### config.mk
export PLATFORM = sky130hd
export DESIGN_NAME = rvx_sreq_rr_arbiter
export DESIGN_NICKNAME = d
export VERILOG_FILES = /design/src/rtl/rvx_sreq_rr_arbiter.sv
export SDC_FILE = /design/constraint.sdc
export NUM_CORES = 1
export LEC_CHECK = 0
export BUFFER_PORTS_ARGS = -buffer_cell sky130_fd_sc_hd__buf_4
export CORE_AREA = 2 2 165 167
export DETAILED_ROUTE_END_ITERATION = 8
export DIE_AREA = 0 0 167 169
export PLACE_DENSITY = 0.63
export SLEW_MARGIN = 20
export SYNTH_ARGS = -nofsm -noshare
export SYNTH_HDL_FRONTEND = slang
export SYNTH_SLANG_ARGS = --single-unit
export TNS_END_PERCENT = 50
### constraint.sdc
create_clock -name clk -period 2.2 [get_ports clk]
set_clock_uncertainty 0.05 [all_clocks]
set_input_delay 0.11 -clock clk [delete_from_list [all_inputs] [get_ports clk]]
set_output_delay 0.11 -clock clk [all_outputs]
set_load 0.02 [all_outputs]
### src/rtl/rvx_sreq_rr_arbiter.sv
// Round-robin arbiter sharing one single-beat register-request channel among NUM_REQ requesters.
// One transaction in flight; the response is routed back only to the requester that owns it.
module rvx_sreq_rr_arbiter #(
  parameter int NUM_REQ  = 4,
  parameter int BW_ADDR  = 32,
  parameter int BW_DATA  = 32,
  parameter int BW_GRANT = $clog2(NUM_REQ)
) (
  input  logic                       clk,
  input  logic                       rstnn,
  input  logic [NUM_REQ-1:0]         s_req_valid,
  output logic [NUM_REQ-1:0]         s_req_ready,
  input  logic [NUM_REQ-1:0]         s_req_write,
  input  logic [NUM_REQ*BW_ADDR-1:0] s_req_addr,
  input  logic [NUM_REQ*BW_DATA-1:0] s_req_wdata,
  output logic [NUM_REQ-1:0]         s_rsp_valid,
  input  logic [NUM_REQ-1:0]         s_rsp_ready,
  output logic [BW_DATA-1:0]         s_rsp_rdata,
  output logic                       s_rsp_error,
  output logic                       m_req_valid,
  input  logic                       m_req_ready,
  output logic                       m_req_write,
  output logic [BW_ADDR-1:0]         m_req_addr,
  output logic [BW_DATA-1:0]         m_req_wdata,
  input  logic                       m_rsp_valid,
  output logic                       m_rsp_ready,
  input  logic [BW_DATA-1:0]         m_rsp_rdata,
  input  logic                       m_rsp_error,
  output logic [1:0]                 dbg_state,
  output logic [BW_GRANT-1:0]        dbg_grant,
  output logic [BW_GRANT-1:0]        dbg_ptr
);

  // Handshake: a transfer happens on a rising edge where valid and ready are both high;
  // valid never waits on ready, and a raised valid holds its payload until accepted.

  localparam logic [1:0] IDLE  = 2'd0;
  localparam logic [1:0] ISSUE = 2'd1;
  localparam logic [1:0] WAIT  = 2'd2;
  localparam logic [1:0] RESP  = 2'd3;

  logic [1:0]          state;
  logic [BW_GRANT-1:0] grant;
  logic [BW_GRANT-1:0] ptr;
  logic                req_write_q;
  logic [BW_ADDR-1:0]  req_addr_q;
  logic [BW_DATA-1:0]  req_wdata_q;
  logic [BW_DATA-1:0]  rsp_rdata_q;
  logic                rsp_error_q;

  logic                any;
  logic [BW_GRANT-1:0] winner;
  logic                found;
  logic [BW_GRANT:0]   idx;
  logic [BW_GRANT-1:0] cand;

  assign any = |s_req_valid;

  // Scan ptr, ptr+1, ... modulo NUM_REQ; the extra index bit keeps the wrap exact for
  // non-power-of-two NUM_REQ so the winner never exceeds NUM_REQ-1.
  always_comb begin
    winner = '0;
    found  = 1'b0;
    idx    = '0;
    cand   = '0;
    for (int k = 0; k < NUM_REQ; k++) begin
      idx = {1'b0, ptr} + (BW_GRANT+1)'(k);
      if (idx >= (BW_GRANT+1)'(NUM_REQ)) idx = idx - (BW_GRANT+1)'(NUM_REQ);
      cand = idx[BW_GRANT-1:0];
      if (!found && s_req_valid[cand]) begin
        winner = cand;
        found  = 1'b1;
      end
    end
  end

  assign s_req_ready = (state == IDLE && any) ? (NUM_REQ'(1) << winner) : '0;
  assign s_rsp_valid = (state == RESP) ? (NUM_REQ'(1) << grant) : '0;
  assign s_rsp_rdata = rsp_rdata_q;
  assign s_rsp_error = rsp_error_q;
  assign m_req_valid = (state == ISSUE);
  assign m_req_write = req_write_q;
  assign m_req_addr  = req_addr_q;
  assign m_req_wdata = req_wdata_q;
  assign m_rsp_ready = (state == WAIT);

  assign dbg_state = state;
  assign dbg_grant = grant;
  assign dbg_ptr   = ptr;

  always_ff @(posedge clk or negedge rstnn) begin
    if (!rstnn) begin
      state       <= IDLE;
      grant       <= '0;
      ptr         <= '0;
      req_write_q <= 1'b0;
      req_addr_q  <= '0;
      req_wdata_q <= '0;
      rsp_rdata_q <= '0;
      rsp_error_q <= 1'b0;
    end else begin
      case (state)
        IDLE: begin
          if (any) begin
            grant       <= winner;
            req_write_q <= s_req_write[winner];
            req_addr_q  <= s_req_addr[winner*BW_ADDR +: BW_ADDR];
            req_wdata_q <= s_req_wdata[winner*BW_DATA +: BW_DATA];
            state       <= ISSUE;
          end
        end
        ISSUE: begin
          if (m_req_ready) state <= WAIT;
        end
        WAIT: begin
          if (m_rsp_valid) begin
            rsp_rdata_q <= m_rsp_rdata;
            rsp_error_q <= m_rsp_error;
            state       <= RESP;
          end
        end
        RESP: begin
          if (s_rsp_ready[grant]) begin
            ptr   <= (grant == BW_GRANT'(NUM_REQ-1)) ? '0 : grant + BW_GRANT'(1);
            state <= IDLE;
          end
        end
        default: state <= IDLE;
      endcase
    end
  end

endmodule

==> impl_metrics.yaml <==
synthesis:
  synth-edff-count: 0
  syn_nets: 886
  netlist.top_cell.by_area: "dfrtp_1"
  synth_async_sr_flop_share_pct: 100
  ys_ff_latch: 104
  netlist_area_um2: 6860
  synth_ff_type: "dfrtp_1"
  seq_area_frac_synth_pct: 37.9
  syn-mean-instance-area_um2: 12.0
  yosysMostFrequentCell: "dfrtp_1"
  synth.area.top_cells: "dfrtp_1 38%, a211oi_2 12%, a221oi_2 11%, mux2i_1 9.6%, and2_1 6.4%"
  synthTopCellsByCount: "104 x dfrtp_1, 70 x and2_1, 66 x mux2i_1, 66 x nor2_1, 65 x a211oi_2"
  synth_top_area_share_pct: 37.9
  syn_inst: 572
  synth_cell_types: 33
  ys_warn_count: 0
sta:
  relSlewSlack_pct: 59.6
  min_period_ns: 2.08
  slew_viol_final: 0
  setup_viol: 0
  setup_tns_ns: 0
  period_share_pct: 94.6
  rsz0062_at_grt: "false"
  worstMarginPinSlew_ns: 0.604
  hold_violations: 0
  max_freq_mhz: 481
floorplan:
  coreArea_um2: 26500
  initial_core_util_pct: 25.9
  rows: 60
  die_h_um: 169
  io_pins: 419
  dieArea_um2: 28200
  die_w_um: 167
detailed_routing:
  drtIter0Drc: 288
  vias: 6528
  final_antenna_net_count: 0
  wl_per_cell_um: 19.5
  drt_wl_total_um: 26600
  avgViaCountPerCell: 4.78
  drt_first_pass_iters: 4
  drc: 0
placement:
  place_area_um2: 10400
  io_buffer_count: 418
  dp_hpwl_um: 19300
  gp_congestion: 0.769
worst_setup_path:
  crit_required_ns: 2.04
  start_kind: "flop"
  path_class: "flop to primary output"
  worst_path_max_delay_cell: "dfrtp_2"
  worstPathArrival_ns: 1.92
  crit_path_end: "s_req_ready[3]"
  cp_cell_sequence: "mux2i_1, or2_4, nand3_4, buf_12, buf_4, nor3_1, buf_4"
  crit-reg2reg-capture: "m_req_addr[2]$_DFFE_PN0P_"
  critPathMaxStageDelay_ns: 0.41
  crit_family: "buffers and inverters"
  r2r_cells: 8
  path_common_cell: "buf_4"
  r2r-start: "dbg_ptr[1]$_DFFE_PN0P_"
  end_kind: "primary output"
  rrSetupSlack_ns: 0.12
  crit_buf_inv: 3
  crit_path_max_fanout: 14
  path_depth: 7
  crit_start: "dbg_ptr[1]$_DFFE_PN0P_"
final_layout:
  nets: 1333
  drive_above_1_share_pct: 62.0
  syn_to_final_growth_pct: 62.4
  num-fill-cells: 2526
  design_area_um2: 11100
  antennaDiodeCount: 0
global_routing:
  grt_pass1_wl_um: 39500
  grt_pass1_vias: 7019
  grt_remaining_overflow: 0
  grt_antenna_before_repair: 1
  grt_max_degree: 67
  grt_use_total_pct: 17.8
power:
  powerDensity_nw_per_um2: 1250
  p_leak_nw: 5.19
  peakVddDrop_mv: 0.923
cts:
  clk_path_buf_depth: 2
  path_clk_slew_ns: 0.09
  cts_root_buf: "clkbuf_16"
  cts.sinks: 104
  cts_made_buffers: 9
  cts_tree: "yes"
  clk_latency_ns: 0.35
  htreeDepth: 3
flow_run:
  cap_viol_max_count: 0
hold_path:
  min_path_type: "input pin to flop"
status:
  status: "completed"
==> kinds of logic (layout without fill, tap and decap cells) <==
family | Yosys count | after routing | share of synthesized area [%]
fa+ha+maj | 9 | 9 | 1.64
buf+inv | 60 | 512 | 6.86
mux | 102 | 102 | 15.7
simple gates | 157 | 157 | 12.0
flops | 104 | 104 | 37.9
compound gates | 140 | 140 | 25.8
==> report_power, final <==
part / internal [mW] / total (mW) / switching [mW]
registers: 2.90 / 3.48 / 0.581
clock network: 0.806 / 1.69 / 0.886
logic: 3.98 / 8.70 / 4.71
total: 7.69 / 13.9 / 6.18
==> flip-flops by register name (all words and copies together) (netlist names) <==
name         flops
s_rsp_rdata     32
m_req_wdata     32
m_req_addr      32
dbg_grant        2
s_rsp_error      1
m_req_write      1
dbg_state        2
dbg_ptr          2
==> cell type report <==
class	instances	area (um^2)	share of cell area, %
Clock inverter	7	72.6	0.651
Clock buffer	9	225	2.02
Sequential cell	104	2600	23.4
Timing Repair Buffer	488	3970	35.6
Multi-Input combinational cell	408	3810	34.2
Inverter	8	30.0	0.270
Tap cell	341	427	3.83
==> worst reg2reg max path, stage by stage, from the launching register on <==
cell	delay, ns
dfrtp_2	0.44
nand2b_1	0.15
a21o_1	0.22
nand3_4	0.12
buf_4	0.16
buf_12	0.17
buf_12	0.20
mux2i_1	0.33
a211oi_2	0.11
==> how the worst min path moves through the flow <==
stage                             endpoint            start  slack [ns]  cells past startpoint
2_1_floorplan     dbg_grant[0]$_DFFE_PN0P_            rstnn       -0.24                      0
3_3_place_gp   s_rsp_rdata[13]$_DFFE_PN0P_            rstnn        0.08                      1
3_5_place_dp   s_rsp_rdata[13]$_DFFE_PN0P_            rstnn        0.08                      1
4_1_cts          m_req_addr[5]$_DFFE_PN0P_    s_req_addr[5]        0.03                      3
5_1_grt        m_req_wdata[17]$_DFFE_PN0P_  s_req_wdata[17]        0.04                      3
6_report       m_req_wdata[22]$_DFFE_PN0P_  s_req_wdata[22]        0.05                      3
==> metal layers <==
layer  share of wire (%)  up-vias  routed length, um  global-route usage, %
met5                   0        -                  0                      0
met4                 1.0        0                269                   3.97
met3                 7.7       14               2060                   5.03
met2                  50      305              13200                   31.0
met1                  41     3164              11000                   22.0
li1                    -     3045                  -                      -
==> layout by cell type (no fill, tap or decap), types with 6 or more instances in the layout <==
master           n
ha_1             8
and2_1          69
inv_1            6
mux2i_1         66
buf_4          437
a211oi_2        65
nor2_1          66
clkbuf_16       11
dlygate4sd3_1   34
buf_12          15
mux2_2          35
a221oi_2        50
a221oi_1        15
dfrtp_1        103
==> what timing repair did <==
item,in CTS,in global routing
hold buffers,34,0
cloned,0,2
resized for setup,3,1
pin swaps,1,0
endpoints found under the hold margin,66,0
setup endpoints to repair,2,3
buffers inserted,2,1
==> metrics by stage <==
step	util [%]	hold slack, ns	total power [mW]	setup WS (ns)	std cells
after global placement	39.3	0.0839	11.9	0.135	1310
after global routing	42.0	0.0388	14.7	0.00226	1365
after detailed placement	39.3	0.0829	12.1	0.0989	1310
final	42.0	0.0483	13.9	0.119	1365
after floorplan	-	-0.236	8.80	0.178	572
after CTS	41.8	0.0269	13.9	0.00159	1362
(Power assumes the default switching activity.)
